`config.mk`:
```
export PLATFORM = sky130hd
export DESIGN_NAME = logic_unit_stream
export DESIGN_NICKNAME = d
export VERILOG_FILES = /design/src/rtl/logic_unit_stream.sv
export SDC_FILE = /design/constraint.sdc
export NUM_CORES = 1
export LEC_CHECK = 0
export CAP_MARGIN = 20
export CORE_ASPECT_RATIO = 0.9
export CORE_MARGIN = 10
export CORE_UTILIZATION = 45
export DETAILED_ROUTE_END_ITERATION = 8
export DONT_BUFFER_PORTS = 1
export PLACE_DENSITY = 0.7
export SYNTH_ARGS = -nofsm -noshare
export SYNTH_HDL_FRONTEND = slang
export SYNTH_SLANG_ARGS = --single-unit
export TNS_END_PERCENT = 100
```
`constraint.sdc`:
```
create_clock -name clk -period 2.9 [get_ports clk]
set_input_delay 0.29 -clock clk [delete_from_list [all_inputs] [get_ports clk]]
set_output_delay 0.29 -clock clk [all_outputs]
set_load 0.02 [all_outputs]
```
`src/rtl/logic_unit_stream.sv`:
```
// logic_unit_stream
//   WIDTH-bit bitwise logic unit with eight runtime-selectable operations.
//   It has two modes:
//     pairwise (mode=0): each accepted beat produces y = f(op, a, b).
//     reduce   (mode=1): b is folded into an accumulator across a burst.
//   A reduce burst emits one result on in_last, or when MAX_LEN beats have
//   been folded (forced emit).
//
// Handshake (both sides):
//   A beat is accepted when in_valid && in_ready.
//   A result is consumed when out_valid && out_ready.
//   in_ready = !out_valid || out_ready. Because of this there is a
//   combinational path from out_ready to in_ready.
//   y, y_par and out_valid hold while out_valid && !out_ready.
//
// Ports:
//   clk, rst_n            clock (rising edge), async active-low reset
//   in_valid / in_ready   input beat handshake
//   a, b, op, mode        operands, operation select, pairwise/reduce mode
//   in_last               reduce mode: final beat of the burst
//   out_valid / out_ready result handshake
//   y                     registered result
//   y_par                 even parity of y (XOR-reduce). It is built only
//                         when LOGIC_UNIT_PARITY_EN is defined; otherwise
//                         it is tied to 0.
//
// Op encoding (X = a in pairwise, X = accumulator in reduce; Y = b):
//   0 X|Y  1 X&Y  2 X^Y  3 ~(X|Y)  4 ~(X&Y)  5 ~(X^Y)  6 X&~Y  7 X
module logic_unit_stream #(
  parameter int WIDTH   = 8,
  parameter int MAX_LEN = 16
) (
  input  logic             clk,
  input  logic             rst_n,
  input  logic             in_valid,
  output logic             in_ready,
  input  logic [WIDTH-1:0] a,
  input  logic [WIDTH-1:0] b,
  input  logic [2:0]       op,
  input  logic             mode,
  input  logic             in_last,
  output logic             out_valid,
  input  logic             out_ready,
  output logic [WIDTH-1:0] y,
  output logic             y_par
);

  localparam int CW = $clog2(MAX_LEN + 1);
  localparam logic [CW-1:0] MAX_CNT = CW'(MAX_LEN);

  typedef enum logic {IDLE = 1'b0, ACC = 1'b1} state_e;

  state_e           state_q, state_d;
  logic [CW-1:0]    cnt_q, cnt_d;
  logic [WIDTH-1:0] acc_q, acc_d;
  logic [2:0]       op_q, op_d;
  logic             mode_q, mode_d;
  logic [WIDTH-1:0] y_q, y_d;
  logic             vld_q, vld_d;

  logic             fire;
  logic             consume;
  logic [WIDTH-1:0] fold_x;
  logic [WIDTH-1:0] fold_res;
  logic [CW-1:0]    cnt_inc;

  function automatic logic [WIDTH-1:0] f_op(input logic [2:0]       o,
                                            input logic [WIDTH-1:0] x,
                                            input logic [WIDTH-1:0] yv);
    logic [WIDTH-1:0] r;
    case (o)
      3'd0:    r = x | yv;
      3'd1:    r = x & yv;
      3'd2:    r = x ^ yv;
      3'd3:    r = ~(x | yv);
      3'd4:    r = ~(x & yv);
      3'd5:    r = ~(x ^ yv);
      3'd6:    r = x & ~yv;
      default: r = x;
    endcase
    return r;
  endfunction

  assign in_ready = !vld_q || out_ready;
  assign fire     = in_valid && in_ready;
  assign consume  = vld_q && out_ready;

  // In ACC the latched mode is always reduce, so X is the accumulator.
  // The live op, mode and a are ignored for the rest of the burst.
  assign fold_x   = mode_q ? acc_q : a;
  assign fold_res = f_op(op_q, fold_x, b);
  assign cnt_inc  = cnt_q + CW'(1);

  always_comb begin
    state_d = state_q;
    cnt_d   = cnt_q;
    acc_d   = acc_q;
    op_d    = op_q;
    mode_d  = mode_q;
    y_d     = y_q;
    // A consumed result drops out_valid. A result produced in the same
    // cycle sets it again below.
    vld_d   = consume ? 1'b0 : vld_q;

    if (fire) begin
      case (state_q)
        IDLE: begin
          if (!mode) begin
            y_d   = f_op(op, a, b);
            vld_d = 1'b1;
          end else begin
            acc_d  = b;
            op_d   = op;
            mode_d = 1'b1;
            cnt_d  = CW'(1);
            if (in_last) begin
              y_d   = b;
              vld_d = 1'b1;
            end else begin
              state_d = ACC;
            end
          end
        end
        ACC: begin
          acc_d = fold_res;
          if (in_last || cnt_inc == MAX_CNT) begin
            y_d     = fold_res;
            vld_d   = 1'b1;
            cnt_d   = '0;
            state_d = IDLE;
          end else begin
            cnt_d = cnt_inc;
          end
        end
        default: state_d = IDLE;
      endcase
    end
  end

  always_ff @(posedge clk or negedge rst_n) begin
    if (!rst_n) begin
      state_q <= IDLE;
      cnt_q   <= '0;
      acc_q   <= '0;
      op_q    <= '0;
      mode_q  <= 1'b0;
      y_q     <= '0;
      vld_q   <= 1'b0;
    end else begin
      state_q <= state_d;
      cnt_q   <= cnt_d;
      acc_q   <= acc_d;
      op_q    <= op_d;
      mode_q  <= mode_d;
      y_q     <= y_d;
      vld_q   <= vld_d;
    end
  end

  assign y         = y_q;
  assign out_valid = vld_q;

`ifdef LOGIC_UNIT_PARITY_EN
  // Parity tracks y_d, so it follows the same update and hold rules as y.
  logic par_q;
  always_ff @(posedge clk or negedge rst_n) begin
    if (!rst_n) par_q <= 1'b0;
    else        par_q <= ^y_d;
  end
  assign y_par = par_q;
`else
  assign y_par = 1'b0;
`endif

endmodule

```
# Word level (Yosys, flattened, before mapping)
# Index checks and enable logic that the tools add are counted.
# word_totals
wordCells,72
ff_bits,27
in_bits,25
out_inout_bits,11
# op_classes
reduce_logical,10
n_mux,22
addsub,1
n_bitwise,16
n_eq_ne,16
# ops
operator,count
one-hot mux 8 bit (7 select lines),2
NOT 8 bit,7
2-to-1 mux 8 bit,5
AND 8 bit,4
one-hot mux 8 bit (2 select lines),2
== test 3 bit (second input constant),6
OR 8 bit,2
bitwise XOR 8 bit,2
== test 3 x 2 -> 1 bit (second input constant),4
2-to-1 mux 5 bit,2
one-hot mux 5 bit (2 select lines),1
2-to-1 mux 1 bit,8
== test 3 x 1 -> 1 bit (second input constant),2
zero test 3 bit,2
AND reduction 3 bit,2
adder 5 x 1 -> 5 bit (second input constant),1
== test 5 bit (second input constant),1
one-hot mux 1 bit (2 select lines),2
!= test 3 bit (second input constant),1
logical AND 1 bit,2
logical OR 1 bit,2
!= test 2 x 1 -> 1 bit (second input constant),1
!= test 2 bit (second input constant),1
AND reduction 2 bit,1
2 further kinds,2

# Longest topological paths before layout
# Gate-level depths: netlist of the first run.
# logic_depth
word_depth,6
depth_mapped,10
ltp_nobuf,9

# Least setup slack after synthesis of the first run
# No wires, ideal clock.
# synth_timing
kind,register to register
from,reg mode_q
to,reg y_q[6] (netlist: y[6])
path_slack_ns,0.601
path_stages_with_launch,10
path_buffers,1
period_less_slack_ns,2.299
arrival_time_ns,2.174
setup_ns,0.125
t_required_ns,2.775
cell_sequence,dfrtp_1 -> buf_2 -> mux2_2 -> inv_1 -> ha_1 -> mux2_1 -> a22oi_1 -> a21oi_1 -> a221o_1 -> mux2_4
# synth_between
elab_chain_len,6
elab_cells_between_ends,11
classes_between,4 x mux; 7 x bitwise
# synth_rtl
element,line_no,source
from (decl),57,"logic mode_q, mode_d;"
from (signal assigned),154,mode_q <= mode_d;
2-to-1 mux 8 bit *,90,assign fold_x = mode_q ? acc_q : a;
"bitwise XOR 8 bit, or another cell as far along","74, 77",
NOT 8 bit (on tied branches),"77, 75, 76",
one-hot mux 8 bit (7 select lines) *,71,case (o)
2-to-1 mux 8 bit *,126,if (in_last || cnt_inc == MAX_CNT) begin
one-hot mux 8 bit (2 select lines) *,106,case (state_q)
to (signal assigned),155,y_q <= y_d;
to (decl),58,"logic [WIDTH-1:0] y_q, y_d;"
# Mark *: on every way between the ends. The rest lies on a longest branch, timed or not. The select of a mux whose other input is x is not followed.
# A chain may end at the register's enable or synchronous reset.

# Worst setup path after layout of the first run
# layout_timing
from,reg mode_q
to,reg y_q[5] (netlist: y[5])
# Same word-level chain as after synthesis.

==> impl_metrics.ini, run 1 <==
[run_status]
status = finished clean

[timing]
fmax_ghz = 0.3856
worstMarginPinSlew_ps = 851.1
drv_slew = 0
min_period_ps = 2593
post-route-period-util_pct = 89.42
fin_ws_ps = 306.8
setup_violations = 0
rsz0062_at_grt = no
finalHoldViolations = 0
slew_headroom_pct = 43.26
tns_ps = 0
fin_skew_ps = 10.37
worst_hold_slack_ps = 155.1

[cts]
cts_inserted_buffers = 3
clock-sinks = 27
htreeDepth = 1
path_clk_slew_ps = 100
cts_tree = done
cts_setup_buffers = 0
root_buffer = clkbuf_8
hold_buffers = 2
clk_path_buf_depth = 2
cts_resized = 0
worstSkewPairLatency_ps = 280

[cells_and_area]
antenna_cells = 0
fin_nets = 449
area_growth_pct = 4.590
fill_cells = 669
ff_latch_area_um2 = 675.6
finalCoreUtilization_pct = 47.88
drive_above_1_share_pct = 9.626
multi_input_area_mm2 = 0.002281

[drt]
dr_wl_met3_um = 595
ant_nets = 0
first_pass_iters = 4
wl_met1_um = 3580
drtIter0Drc = 145
wl_um = 8532
drt-vias-per-instance = 5.925
drc_errors = 0
wl_per_cell_um = 18.27
dr.max_layer_used = met4
vias = 2767
wl_met2_um = 4181

[floorplan]
fp.dieH_um = 99.87
core-area_mm2 = 0.006967
fp.dieW_um = 108.7
dieArea_mm2 = 0.01086
num_io_pins = 36
start_util_pct = 45.78
core.rowCount = 29

[logic_synthesis]
synthTopCellsByArea = dfrtp_1, ha_1, mux2_2
synth_cells = 382
async_reset_ff_share_pct = 100.0
synth_top_cell_by_area = dfrtp_1
yosysSeqAreaShare_pct = 21.18
synth_edf_count = 0
yosys_warnings = 0
synth-seq-cells = 27
synth_common_cells = ha_1, nand2_1, inv_1, o21ai_0, dfrtp_1
netlist_area_mm2 = 0.003189
synth.most_common_cell = ha_1
yosysTopAreaCellShare_pct = 21.18
ys.flop_type = dfrtp_1
postSynthNetCount = 456
synth.avg_cell_area_um2 = 8.349
ys_types = 54

[setup_path]
max_stage_delay_ps = 620
critPathMaxFanout = 10
crit_top_cell = mux2_2
crit_chain = mux2_2 -> inv_1 -> ha_1 -> mux2_1 -> a22oi_1 -> a21oi_1 -> a221o_1 -> mux2_2
start_kind = flip-flop
cp_num_buf_inv = 1
path_class = flip-flop to flip-flop
end_kind = flip-flop
critical_path.slowest_cell = dfrtp_1
arrival_ps = 2760
crit_required_ps = 3060
cpLargestDelayFamily = multiplexers

[placement]
port_buffers = 0
dp_hpwl_um = 6542
pre_cts_slack_ps = 361.8
gp_congestion = 0.8404

[worst_hold_path]
min-delay-path-class = primary input to flip-flop

[power]
p_leak_uw = 0.001514
vdd_ir_drop_max_uv = 273.4
p_per_area_mw_per_mm2 = 603.5

[global_route]
grt_overflow_total = 0
grt_max_degree = 29
grt_pass1_wl_um = 14260
grt_pass1_vias = 2801
gr-usage-all-layers_pct = 16.00
antenna_found_initial = 0

[flow_run]
maxCapViolations = 0
-- sequential cells by signal, summed over array words and instances, names as in the netlist --
| signal | count |
|---|---|
| acc_q | 8 |
| cnt_q | 5 |
| mode_q | 1 |
| op_q | 3 |
| out_valid | 1 |
| state_q | 1 |
| y | 8 |
-- metal layers --
layer / vias up / track usage, %
li1: 1358 / -
met3: 14 / 3.011
met5: - / 0
met4: 0 / 4.661
met2: 79 / 27.69
met1: 1316 / 19.63
-- placed cells by master, fill, tap and decap left out, types with 3 or more instances in the layout --
cell and instances:
o221ai_1 12, a221o_1 3, mux2_2 16, nand2b_1 8, nor2b_1 12, o21a_1 4, a21oi_1 26, or3b_1 3
a22oi_1 4, inv_1 28, nor3b_1 3, nand3_1 7, a31oi_1 5, a211oi_1 3, o21ai_0 28, nand2_1 35
and3_1 3, buf_4 11, clkbuf_8 3, mux2i_1 15, o211ai_1 3, dfrtp_1 27, ha_1 49, nor2_1 23
nor3_1 3
-- area by class of cell --
class                   instances  share of cell area (%)
inverters                      28                   3.151
clock buffers                   4                   1.350
multi-input cells             302                   68.38
repair buffers                 13                   3.376
well taps                      93                   3.488
flip-flops and latches         27                   20.26
-- metrics by stage --
stage,instance area [um2],instances,power (uW)
5_1_grt,3336,467,2207
4_1_cts,3328,466,2014
3_3_place_gp,3253,460,1732
2_1_floorplan,3189,382,1550
3_5_place_dp,3253,460,1778
6_report,3336,467,2013
-- worst paths after layout --
| path | start | end | slack [ps] | depth (start not counted) |
|---|---|---|---|---|
| setup / recovery | mode_q$_DFFE_PN0P_ | y[5]$_DFFE_PN0P_ | 310 | 8 |
| hold / removal | b[2] | acc_q[2]$_DFFE_PN0P_ | 160 | 2 |
| setup reg to reg | mode_q$_DFFE_PN0P_ | y[5]$_DFFE_PN0P_ | 310 | 8 |
| hold reg to reg | acc_q[1]$_DFFE_PN0P_ | acc_q[1]$_DFFE_PN0P_ | 490 | 2 |
| max in group asynchronous | rst_n | y[4]$_DFFE_PN0P_ | 2310 | 2 |
| min in group asynchronous | rst_n | out_valid$_DFF_PN0_ | 430 | 2 |
-- cell families after synthesis --
group,share of synthesized area [%]
AOI/OAI and AO/OA,23.19
and+or+nand+nor,16.01
buffers and inverters,7.297
adders and majority gates,19.22
muxes,12.71
DFF,21.18
other,0.1176
xor gates and xnor gates,0.2747
-- power breakdown --
part           switching, uW  internal (uW)
Sequential               243            504
Clock                    120           98.7
Combinational            542            505
No activity file was read; power rests on OpenSTA's default activity.
==> run 2: changes to the inputs <==
--- a/config.mk
+++ b/config.mk
@@ -12,6 +12,7 @@
 export DETAILED_ROUTE_END_ITERATION = 8
 export DONT_BUFFER_PORTS = 1
 export PLACE_DENSITY = 0.7
+export SLEW_MARGIN = 20
 export SYNTH_ARGS = -nofsm -noshare
 export SYNTH_HDL_FRONTEND = slang
 export SYNTH_SLANG_ARGS = --single-unit
==> run 2 against run 1 <==
  * Register-to-register slack is essentially flat
  * Final cell count decreased by 0.21%
  * Clock-buffer cell count did not move
  * Clock skew increased by 1.8 ps
  * Worst setup slack got worse by 10 ps
  * Power up 0.17%
  * Fmax down 0.40%
  * Core utilization decreased by 0.054 points
  * Hold slack lost 3.0 ps
  * Via count grew 1.8%
  * Critical path type unchanged
==> impl_metrics.ini, run 2 (synthesis gave the netlist of run 1 again) <==
[run_status]
status = finished clean

[timing]
tns_ps = 0
fin_skew_ps = 12.15
post-route-period-util_pct = 89.78
slew_headroom_pct = 41.03
min_period_ps = 2604
finalHoldViolations = 0
worstMarginPinSlew_ps = 884.5
rsz0062_at_grt = no
drv_slew = 0
fmax_ghz = 0.3841
setup_violations = 0

[setup_path]
critPathMaxFanout = 10
rr_worst_depth = 8
path_class = flip-flop to flip-flop
end_kind = flip-flop
crit_chain = mux2_2 -> inv_1 -> ha_1 -> mux2_1 -> a22oi_1 -> a21oi_1 -> a221o_1 -> mux2_2
crit_top_cell = mux2_2
start_kind = flip-flop
cp.depth = 8
max_stage_delay_ps = 620
arrival_ps = 2770
critical_path.slowest_cell = dfrtp_1
cp_num_buf_inv = 1
cpLargestDelayFamily = multiplexers
crit_required_ps = 3060

[drt]
wl_per_cell_um = 18.34
drt-vias-per-instance = 6.043
ant_nets = 0
vias = 2816
drc_errors = 0
drtIter0Drc = 161
first_pass_iters = 5
wl_um = 8547

[global_route]
grt_max_degree = 29
grt_overflow_total = 0
gr-usage-all-layers_pct = 16.00
grt_pass1_wl_um = 14260
grt_pass1_vias = 2801
antenna_found_initial = 0

[cells_and_area]
finalCoreUtilization_pct = 47.83
antenna_cells = 0
area_growth_pct = 4.472
ff_latch_area_um2 = 675.6
layout_common_cells = ha_1, nand2_1, inv_1, o21ai_0, dfrtp_1
fin_nets = 448
drive_above_1_share_pct = 9.651
multi_input_area_mm2 = 0.002285
final_common_cell = ha_1
fill_cells = 670

[cts]
clock-sinks = 27
clk_path_buf_depth = 2
hold_buffers = 2
worstSkewPairLatency_ps = 280
cts_inserted_buffers = 3
cts_resized = 0
htreeDepth = 1
path_clk_slew_ps = 100
cts_tree = done
root_buffer = clkbuf_8
cts_setup_buffers = 0

[worst_hold_path]
min-delay-path-class = primary input to flip-flop
min_path_cells = 2

[floorplan]
fp.dieW_um = 108.7
start_util_pct = 45.78
num_io_pins = 36
core-area_mm2 = 0.006967
fp.dieH_um = 99.87
core.rowCount = 29
dieArea_mm2 = 0.01086

[power]
p_leak_uw = 0.001511
p_per_area_mw_per_mm2 = 605.2
vdd_ir_drop_max_uv = 274.2
total_power_uw = 2017

[flow_run]
maxCapViolations = 0

[placement]
gp_congestion = 0.8404
port_buffers = 0
dp_hpwl_um = 6542
==> run 2: path summary, 6_finish.rpt <==
check                                     start                   end  slack [ps]
setup / recovery             mode_q$_DFFE_PN0P_      y[5]$_DFFE_PN0P_         300
hold / removal                             b[2]  acc_q[2]$_DFFE_PN0P_         150
setup reg to reg             mode_q$_DFFE_PN0P_      y[5]$_DFFE_PN0P_         300
hold reg to reg            acc_q[1]$_DFFE_PN0P_  acc_q[1]$_DFFE_PN0P_         490
max in group asynchronous                 rst_n   op_q[2]$_DFFE_PN0P_        2310
min in group asynchronous                 rst_n   out_valid$_DFF_PN0_         420
==> run 2: metal layers <==
metal / GRT usage (%) / vias to the layer above / wire (um)
met5: 0 / - / 0
met4: 4.661 / 0 / 143
met3: 3.011 / 12 / 543
met2: 27.69 / 85 / 4257
met1: 19.63 / 1355 / 3602
li1: - / 1364 / -
==> run 2: worst register-to-register path: stages (launching register included) <==
cell,delay [ps]
dfrtp_1,620
mux2_2,430
inv_1,70
ha_1,230
mux2_1,280
a22oi_1,200
a21oi_1,110
a221o_1,270
mux2_2,270
==> run 2: final cells by class <==
| cell class | count | share of cell area (%) |
|---|---|---|
| clock buffers | 4 | 1.352 |
| well taps | 93 | 3.492 |
| inverters | 28 | 3.154 |
| multi-input cells | 302 | 68.57 |
| flip-flops and latches | 27 | 20.28 |
| repair buffers | 12 | 3.154 |
==> run 2: report_power, final <==
group	switching (uW)	total, uW	internal [uW]
clock	122	221	98.7
combinational	546	1050	504
sequential	242	746	504
total	910	2020	1110
==> run 2: per-stage QoR <==
step / hold slack [ps] / cells / worst slack (ps) / area (um2)
detailed placement: -4.543 / 460 / 361.8 / 3253
global placement: -4.613 / 460 / 423.4 / 3253
global route: 153.3 / 466 / 200.6 / 3332
floorplan: -5.591 / 382 / 601.0 / 3189
finish: 152.1 / 466 / 296.4 / 3332
CTS: 147.8 / 466 / 334.2 / 3328
==> run 3: changes to the inputs <==
--- a/config.mk
+++ b/config.mk
@@ -11,6 +11,7 @@
 export CORE_UTILIZATION = 45
 export DETAILED_ROUTE_END_ITERATION = 8
 export DONT_BUFFER_PORTS = 1
+export GPL_TIMING_DRIVEN = 0
 export PLACE_DENSITY = 0.7
 export SLEW_MARGIN = 20
 export SYNTH_ARGS = -nofsm -noshare
==> run 3 against run 2 <==
  * Sequential share of layout area fell by 0.31 points
  * Via count rose by 5.7%
  * Core utilization rose by 0.75 points
  * Critical path type unchanged
  * Critical endpoint is now y[7]$_DFFE_PN0P_
  * Highest routed layer unchanged
==> impl_metrics.ini, run 3 (synthesis gave the netlist of run 1 again) <==
[run_status]
status = finished clean

[power]
p_per_area_mw_per_mm2 = 612.4
p_leak_uw = 0.001528
vdd_ir_drop_max_uv = 292.8

[cts]
root_buffer = clkbuf_8
worstSkewPairLatency_ps = 280
clock-sinks = 27
htreeDepth = 1
cts_inserted_buffers = 3
path_clk_slew_ps = 100
clk_path_buf_depth = 2
cts_tree = done
cts_setup_buffers = 0

[placement]
pre_cts_slack_ps = 338.3
place_area_mm2 = 0.003306
port_buffers = 0
gp_congestion = 0.9017
dp_hpwl_um = 6963
dp_cells = 475

[cells_and_area]
instances_no_fill = 481
layout_common_cells = ha_1, nand2_1, inv_1, o21ai_0, dfrtp_1
drive_above_1_share_pct = 9.536
finalInstanceArea_mm2 = 0.003385
fin_nets = 463
antenna_cells = 0
final_common_cell = ha_1
finalCoreUtilization_pct = 48.58
area_growth_pct = 6.120

[setup_path]
crit_required_ps = 3080
critPathMaxFanout = 10
arrival_ps = 2800
path_class = flip-flop to flip-flop
start_kind = flip-flop
rrSetupSlack_ps = 280
end_kind = flip-flop

[flow_run]
maxCapViolations = 0

[drt]
wl_um = 8825
vias = 2976
drtIter0Drc = 316
drt-vias-per-instance = 6.187
wl_per_cell_um = 18.35
drc_errors = 0
ant_nets = 0
first_pass_iters = 5

[timing]
min_period_ps = 2625
fin_ws_ps = 275.3
tns_ps = 0
setup_violations = 0
worstMarginPinSlew_ps = 874.7
drv_slew = 0
rsz0062_at_grt = no
fin_skew_ps = 8.590
post-route-period-util_pct = 90.51
finalHoldViolations = 0
fmax_ghz = 0.3810
slew_headroom_pct = 41.47

[global_route]
grt_overflow_total = 0
grt_pass1_wl_um = 14280
antenna_found_initial = 0
grt_max_degree = 28
gr-usage-all-layers_pct = 16.05
grt_pass1_vias = 2862

[floorplan]
start_util_pct = 45.78
core-area_mm2 = 0.006967
fp.dieW_um = 108.7
dieArea_mm2 = 0.01086
fp.dieH_um = 99.87
num_io_pins = 36
core.rowCount = 29

[worst_hold_path]
min-delay-path-class = primary input to flip-flop
run 3: cell count changes in the layout (fill, tap and decap cells not counted), sizes merged:
cell,before,now
clkinvlp,0,1
buf,11,13
clkbuf,4,16
run 3: per-layer routing:
metal,part of all wire (%),vias up,GRT usage [%],wire [um]
met5,0,-,0,0
met4,3.1,0,5.167,277
met3,8.6,29,3.395,756
met2,48,156,27.64,4265
met1,40,1412,19.38,3525
li1,-,1379,-,-
run 3: where the power goes:
group	switching, uW	internal, uW	total, uW	leakage [uW]
combinational	660	511	1170	0.00118
clock	123	97.7	221	0.0000217
sequential	174	506	680	0.000327
run 3: worst max-delay path, stage by stage (launching register included):
cell      delay [ps]
dfrtp_1          330
buf_2            270
mux2_2           420
inv_1             70
ha_1             230
mux2_2           270
o221ai_1         210
a31oi_1          140
a211o_1          320
mux2_2           270
run 3: through the flow:
stage | total power [uW] | hold WS [ps]
floorplan | 1550 | -5.591
global placement | 1776 | -4.460
detailed placement | 1826 | -4.728
CTS | 2063 | 156.7
global route | 2266 | 173.1
finish | 2073 | 158.8
run 3: timing repair:
action,4_1_cts,5_1_grt
endpoints found under the hold margin,27,0
resized for setup,0,0
hold buffers,2,0
run 3: layout make-up:
cell class,instances,area (um2)
plain buffers,25,127.6
flip-flops and latches,27,675.6
repair buffers,2,30.03
clock buffers,3,41.29
multi-input cells,302,2281
well taps,93,116.4
inverters,28,105.1
fillers,690,3582
clock inverters,1,7.507
run 3: path summary, 6_finish.rpt:
| path | from | to | cells past startpoint |
|---|---|---|---|
| max | mode_q$_DFFE_PN0P_ | y[7]$_DFFE_PN0P_ | 9 |
| min | b[2] | acc_q[2]$_DFFE_PN0P_ | 2 |
| max reg2reg | mode_q$_DFFE_PN0P_ | y[7]$_DFFE_PN0P_ | 9 |
| min reg2reg | acc_q[4]$_DFFE_PN0P_ | acc_q[4]$_DFFE_PN0P_ | 2 |
| max in group asynchronous | rst_n | cnt_q[0]$_DFFE_PN0P_ | 2 |
| min in group asynchronous | rst_n | mode_q$_DFFE_PN0P_ | 2 |
